## src/rtl/mem_port_arbiter_pkg.sv

```systemverilog
// Shared constants for the two-port memory arbiter: FSM encoding,
// default widths and the latency counter width.
package mem_port_arbiter_pkg;

    localparam int DEF_DATA_W = 32;
    localparam int DEF_ADDR_W = 32;
    localparam int CNT_W      = 4;

    localparam logic [1:0] S_IDLE  = 2'd0;
    localparam logic [1:0] S_ISSUE = 2'd1;
    localparam logic [1:0] S_WAIT  = 2'd2;
    localparam logic [1:0] S_DONE  = 2'd3;

endpackage

```

## src/rtl/arb_rr_pick2.sv

```systemverilog
// Two-way winner pick. Round-robin on a tie by default;
// ARB_FIXED_PRIO_EN makes port 1 (data) always win a tie.
module arb_rr_pick2
    import mem_port_arbiter_pkg::*;
(
    input  logic req0,
    input  logic req1,
    input  logic last_gnt,
    output logic valid,
    output logic gnt
);

    assign valid = req0 | req1;

`ifdef ARB_FIXED_PRIO_EN
    logic unused_last;
    assign unused_last = last_gnt;
    assign gnt = req1;
`else
    assign gnt = (req0 & req1) ? ~last_gnt : req1;
`endif

endmodule

```

## src/rtl/mem_port_arbiter.sv

```systemverilog
// Shares one fixed-latency memory port between fetch (0) and data (1).
// Tie policy selected by ARB_FIXED_PRIO_EN inside arb_rr_pick2.
module mem_port_arbiter
    import mem_port_arbiter_pkg::*;
#(
    parameter int DATA_W  = DEF_DATA_W,
    parameter int ADDR_W  = DEF_ADDR_W,
    parameter int MEM_LAT = 2
) (
    input  logic              clk,
    input  logic              rst_n,
    input  logic              req0,
    input  logic              req1,
    input  logic [ADDR_W-1:0] addr0,
    input  logic [ADDR_W-1:0] addr1,
    input  logic [DATA_W-1:0] wdata0,
    input  logic [DATA_W-1:0] wdata1,
    input  logic              we0,
    input  logic              we1,
    output logic              ack0,
    output logic              ack1,
    output logic [DATA_W-1:0] rdata,
    output logic              mem_en,
    output logic              mem_we,
    output logic [ADDR_W-1:0] mem_addr,
    output logic [DATA_W-1:0] mem_wdata,
    input  logic [DATA_W-1:0] mem_rdata,
    output logic              gnt_sel
);

    localparam logic [CNT_W-1:0] CNT_LOAD = CNT_W'(MEM_LAT - 1);

    logic [1:0]       state;
    logic [1:0]       state_nxt;
    logic [CNT_W-1:0] cnt;
    logic             last_gnt;
    logic             pick_valid;
    logic             pick_gnt;

    arb_rr_pick2 u_pick (
        .req0     (req0),
        .req1     (req1),
        .last_gnt (last_gnt),
        .valid    (pick_valid),
        .gnt      (pick_gnt)
    );

    always_comb begin
        state_nxt = state;
        case (state)
            S_IDLE:  if (pick_valid) state_nxt = S_ISSUE;
            S_ISSUE: state_nxt = (MEM_LAT == 1) ? S_DONE : S_WAIT;
            S_WAIT:  if (cnt <= CNT_W'(1)) state_nxt = S_DONE;
            S_DONE:  state_nxt = S_IDLE;
            default: state_nxt = S_IDLE;
        endcase
    end

    // Select is frozen from ISSUE through DONE; only IDLE re-arbitrates.
    always_ff @(posedge clk) begin
        if (!rst_n) begin
            state    <= S_IDLE;
            gnt_sel  <= 1'b0;
            last_gnt <= 1'b1;
            cnt      <= '0;
        end else begin
            state <= state_nxt;
            if (state == S_IDLE && pick_valid)
                gnt_sel <= pick_gnt;
            if (state == S_ISSUE)
                cnt <= CNT_LOAD;
            else if (state == S_WAIT && cnt != '0)
                cnt <= cnt - 1'b1;
            if (state == S_DONE)
                last_gnt <= gnt_sel;
        end
    end

    assign mem_en = (state == S_ISSUE);
    assign ack0   = (state == S_DONE) && !gnt_sel;
    assign ack1   = (state == S_DONE) && gnt_sel;

    assign mem_addr  = gnt_sel ? addr1  : addr0;
    assign mem_wdata = gnt_sel ? wdata1 : wdata0;
    assign mem_we    = gnt_sel ? we1    : we0;
    assign rdata     = mem_rdata;

endmodule

```

## config.mk

```make
export PLATFORM = sky130hd
export DESIGN_NAME = mem_port_arbiter
export DESIGN_NICKNAME = d
export VERILOG_FILES = /design/src/rtl/mem_port_arbiter_pkg.sv /design/src/rtl/arb_rr_pick2.sv /design/src/rtl/mem_port_arbiter.sv
export SDC_FILE = /design/constraint.sdc
export NUM_CORES = 1
export LEC_CHECK = 0
export BUFFER_PORTS_ARGS = -buffer_cell sky130_fd_sc_hd__buf_4
export CORE_AREA = 5 5 99 101
export CTS_BUF_LIST = sky130_fd_sc_hd__clkbuf_4
export CTS_CLUSTER_DIAMETER = 150
export DETAILED_ROUTE_END_ITERATION = 6
export DIE_AREA = 0 0 104 106
export PLACE_DENSITY = 0.62
export RECOVER_POWER = 100
export SLEW_MARGIN = 20
export SYNTH_ARGS = -nofsm -noshare
export SYNTH_HDL_FRONTEND = slang
export SYNTH_SLANG_ARGS = --single-unit
```

## constraint.sdc

```tcl
create_clock -name clk -period 2.2 [get_ports clk]
set_clock_uncertainty 0.1 [all_clocks]
set_input_delay 0.44 -clock clk [delete_from_list [all_inputs] [get_ports clk]]
set_output_delay 0.44 -clock clk [all_outputs]
set_load 0.03 [all_outputs]
```

After elaboration in Yosys (flattened, before gate mapping). Index checks and enable logic that the tools add are counted.

$add $sub $neg: 1. Order comparisons: 1. Equal/unequal tests: 5. Multiplexer cells: 9. Bitwise operators: 4. Reductions and logical operators: 10.

Operators by type and width (count): $mux 32 (2); $pmux 2 s4 (1); $eq 2x2->1 const B (2); $le 4x1->1 const B (1); $logic_and 1x1->1 (4); $mux 1 (4); $mux 2 (2); $ne 2x2->1 const B (2); $reduce_bool 4->1 (1); $sub 4x1->4 const B (1); $eq 2x1->1 const B (1); $logic_not 2->1 (1); $not 1->1 (2); $reduce_and 2->1 (1); $reduce_bool 2->1 (1); $reduce_or 2->1 (1); $and 1x1->1 (1); $logic_not 1->1 (1); $or 1x1->1 (1).

Bits in registers: 8. Logic and storage cells: 35.

Depth between registers and ports, before layout.
Word-level depth: 4. Depth in mapped cells: 6. Mapped depth without buffers: 6.

Modules after synthesis. A second synthesis with hierarchy kept.

Cell total of the unflattened synthesis: 169. Area total of the unflattened synthesis: 1556.5 µm².

Modules (own cells, without submodules): mem_port_arbiter (instances 1, cells each 167, area an instance 1542.7 µm², sequential area each 160.2 µm²); arb_rr_pick2 (instances 1, cells each 2, area an instance 13.8 µm², sequential area each 0.0 µm²).

Worst setup path before layout. Ideal clock, no wire load.

Kind: reg-to-output. From: register gnt_sel. To: output port mem_wdata[12]. Arrival time: 1463 ps. Path slack: 197 ps. Stages on the path, launching flop included: 5. Path buffers: 3. Cells stage by stage: dfxtp_1 > buf_2 > buf_2 > buf_4 > mux2_2.

Word-level cells in the longest chain between the ends: 1.

Ends and longest elaborated chain: start, declared (line mem_port_arbiter.sv:28) `output logic gnt_sel`; start signal, assigned (line mem_port_arbiter.sv:69) `gnt_sel <= pick_gnt;`; $mux 32 (line mem_port_arbiter.sv:84) `assign mem_wdata = gnt_sel ? wdata1 : wdata0;`; end, declared (line mem_port_arbiter.sv:26) `output logic [DATA_W-1:0] mem_wdata,`.

No other way between the ends.

Worst setup path after layout.
From: register gnt_sel. To: output port mem_addr[30].

Word-level cells in the longest chain between the ends: 1.

Ends and longest elaborated chain: $mux 32 (line mem_port_arbiter.sv:83) `assign mem_addr = gnt_sel ? addr1 : addr0;`; end, declared (line mem_port_arbiter.sv:25) `output logic [ADDR_W-1:0] mem_addr,`.

No other way between the ends.

==> flow_metrics.tcl <==
set metrics [dict create \
    status "finished clean" \
    cpPeakStageDelay_ns 0.39 \
    synth_nets 328 \
    diodes 0 \
    relSlewSlack_pct 75.1 \
    numCtsBuffers 3 \
    synth_area_per_cell_sq_um 9.47 \
    critPathLaunchType "register" \
    die_h_microns 106 \
    post-dp-hpwl_microns 5520 \
    globalplace.congestion 0.762 \
    hold_viol 0 \
    holdPathStages 2 \
    finalCritPeriodShare_pct 94.8 \
    design.core.area_sq_um 8930 \
    drc 0 \
    cts_sinks 8 \
    period_needed_ns 2.09 \
    fmax_ghz 0.479 \
    ff2ff_setup_slack_ns 0.63 \
    clk_pin_slew_worst_paths_ns 0.06 \
    rr_worst_depth 6 \
    power_mw 1.75 \
    seq_area_frac_synth_pct 10.9 \
    synth.yosys.warnings 0 \
    drive_above_1_share_pct 83.5 \
    drt_iter0_markers 35 \
    p_int_mw 0.862 \
    switching_power_mw 0.893 \
    tightestPinTransition_ns 0.375 \
    grt_usage_pct 9.90 \
    critPathKind "reg2out" \
    io-pin-count 267 \
    p_clk_share_pct 6.6 \
    required_ns 1.66 \
    die-area_sq_um 11000 \
    io_buffers 202 \
    place_inst 430 \
    crit_fanout 27 \
    dr.pass1.iters 4 \
    clk_latency_ns 0.26 \
    die_w_microns 104 \
    ys_types 25 \
    combPwrFrac_pct 80.7 \
    worstHoldEndpoint "last_gnt" \
    placementRows 35 \
    antenna_found_initial 0 \
    place_ws_ns 0.413 \
    floorplan.initialDensity_pct 16.4 \
    reg2reg_to "cnt[2]" \
    grt_pass1_vias 1860 \
    slowest_stage "mux2_2" \
    layout.nets 497 \
    htreeDepth 1 \
    cap_violations 0 \
    min-delay-start "rst_n" \
    syn_inst 155 \
    syn2layout_area_growth_pct 85.9 \
    hold_ws_ns 0.301 \
    overflow 0 \
    cp_top_family "buffers and inverters" \
    power.density_nw_per_um2 643 \
    root_buffer "clkbuf_4" \
    final.setup.tns_ns 0 \
    ant_nets 0 \
    avgViaCountPerCell 4.02 \
    drv_slew 0 \
    min_path_type "in2reg" \
    critPathCaptureType "primary output" \
    synth_area_sq_um 1470 \
    ir_drop_uv 491 \
    worst_r2r_startpoint "cnt[0]" \
    post_cts_resized 0 \
    finalSetupViolCount 0 \
    grt_pass1_wl_microns 9200 \
    cts_tree "yes" \
    cts_buffer_depth 2 \
    setup_slack_ns 0.114 \
    critical_path.cell_chain "buf_4 > mux2_2 > buf_2" \
    rsz0062_at_grt "false" \
    power_switching_share_pct 50.9 \
    pwr-share-seq_pct 12.7 \
    postCtsSetupBuffers 0 \
    layoutNonFillerInstCount 433 \
    worst-path-buf-inv 2 \
    p_leak_nw 1.38 \
    crit_arrival_ns 1.55 \
    vias 1742 \
    wl_microns 6240 \
    cts_hold_buf 0 \
    grt_start_max_net_pins 43 \
    routedWlPerCell_microns 14.4 \
    ys_seq_elements 8 \
]
worst reg2reg max path, stage by stage, from the launching register on:
cell	delay, ns
dfxtp_1	0.34
inv_1	0.09
ha_1	0.14
or3b_1	0.43
nand3_1	0.13
xor2_1	0.16
nor2_1	0.06
kinds of logic after synthesis:
kind of cell | after synthesis | synth area share [%]
compound gates | 8 | 4.01
xor+xnor | 3 | 1.79
fa+ha+maj | 7 | 5.97
buf+inv | 45 | 20.7
flops | 8 | 10.9
mux | 66 | 50.6
simple gates | 18 | 6.05
registers in the layout, indices dropped and copies added, names as in the netlist:
register  cells
cnt           4
state         2
gnt_sel       1
last_gnt      1
power groups by stage:
| stage | Clock [mW] | Sequential [mW] | Combinational [mW] |
|---|---|---|---|
| 5_1_grt | 0.124 | 0.228 | 1.51 |
| 2_1_floorplan | 0 | 0.224 | 1.09 |
| 3_5_place_dp | 0 | 0.227 | 1.56 |
| 3_3_place_gp | 0 | 0.226 | 1.54 |
| 4_1_cts | 0.119 | 0.225 | 1.57 |
| 6_report | 0.115 | 0.223 | 1.42 |
cells in the mapped netlist:
cell type | count | share of area, %
buf_2 | 6 | 2.0
a21oi_1 | 2 | 0.68
or3b_4 | 1 | 0.77
nand2_2 | 1 | 0.43
xor2_1 | 2 | 1.2
dfxtp_1 | 8 | 11
mux2_2 | 65 | 50
nand2_1 | 5 | 1.3
inv_1 | 5 | 1.3
o21a_1 | 1 | 0.51
o221a_2 | 1 | 0.77
o21ai_0 | 1 | 0.34
nand2b_1 | 1 | 0.43
nor2b_1 | 1 | 0.43
nor3_1 | 1 | 0.34
a22oi_1 | 1 | 0.51
nand3_1 | 2 | 0.68
and2_1 | 1 | 0.43
a311oi_1 | 1 | 0.60
nor2_1 | 5 | 1.3
a32oi_1 | 1 | 0.60
xnor2_1 | 1 | 0.60
buf_4 | 34 | 17
ha_1 | 7 | 6.0
mux2i_1 | 1 | 0.68
worst max-delay path by stage:
stage | start | end | slack, ns | depth (start not counted)
2_1_floorplan | gnt_sel | mem_wdata[12] | 0.20 | 4
3_3_place_gp | gnt_sel | mem_addr[15] | 0.45 | 3
3_5_place_dp | gnt_sel | mem_addr[30] | 0.41 | 3
4_1_cts | gnt_sel | mem_addr[30] | 0.14 | 3
5_1_grt | gnt_sel | mem_addr[16] | 0.05 | 3
6_report | gnt_sel | mem_addr[30] | 0.11 | 3
placed cells by master, fill, tap and decap left out, types with 2 or more instances in the layout:
cell type	synthesis	layout
clkbuf_1	0	3
xor2_1	2	2
mux2_1	0	2
nor2_1	5	5
buf_4	34	142
inv_1	5	5
mux2_2	65	63
dfxtp_1	8	8
nand3_1	2	2
nand2_1	5	5
buf_2	6	10
clkbuf_4	0	3
a21oi_1	2	2
ha_1	7	7
clkbuf_2	0	48
final cells by class:
class	count	area, sq um
clock buffers	3	22.5
fillers	969	6200
inverters	5	18.8
multi-input cells	102	1000
flip-flops and latches	8	160
well taps	111	139
repair buffers	204	1390
through the flow:
step / area [sq um] / utilization (%)
finish: 2730 / 30.5
global route: 2730 / 30.5
CTS: 2890 / 32.3
detailed placement: 2870 / 32.1
global placement: 2870 / 32.1
floorplan: 1470 / -
routing by layer:
layer	vias up	wire length [microns]	track usage, %	part of all wire (%)
li1	844	-	-	-
met1	770	2140	10.6	34
met2	120	3280	17.9	52
met3	8	756	4.74	12
met4	0	64	1.57	1.0
met5	-	0	0	0
Power figures use the tool's default switching activity.
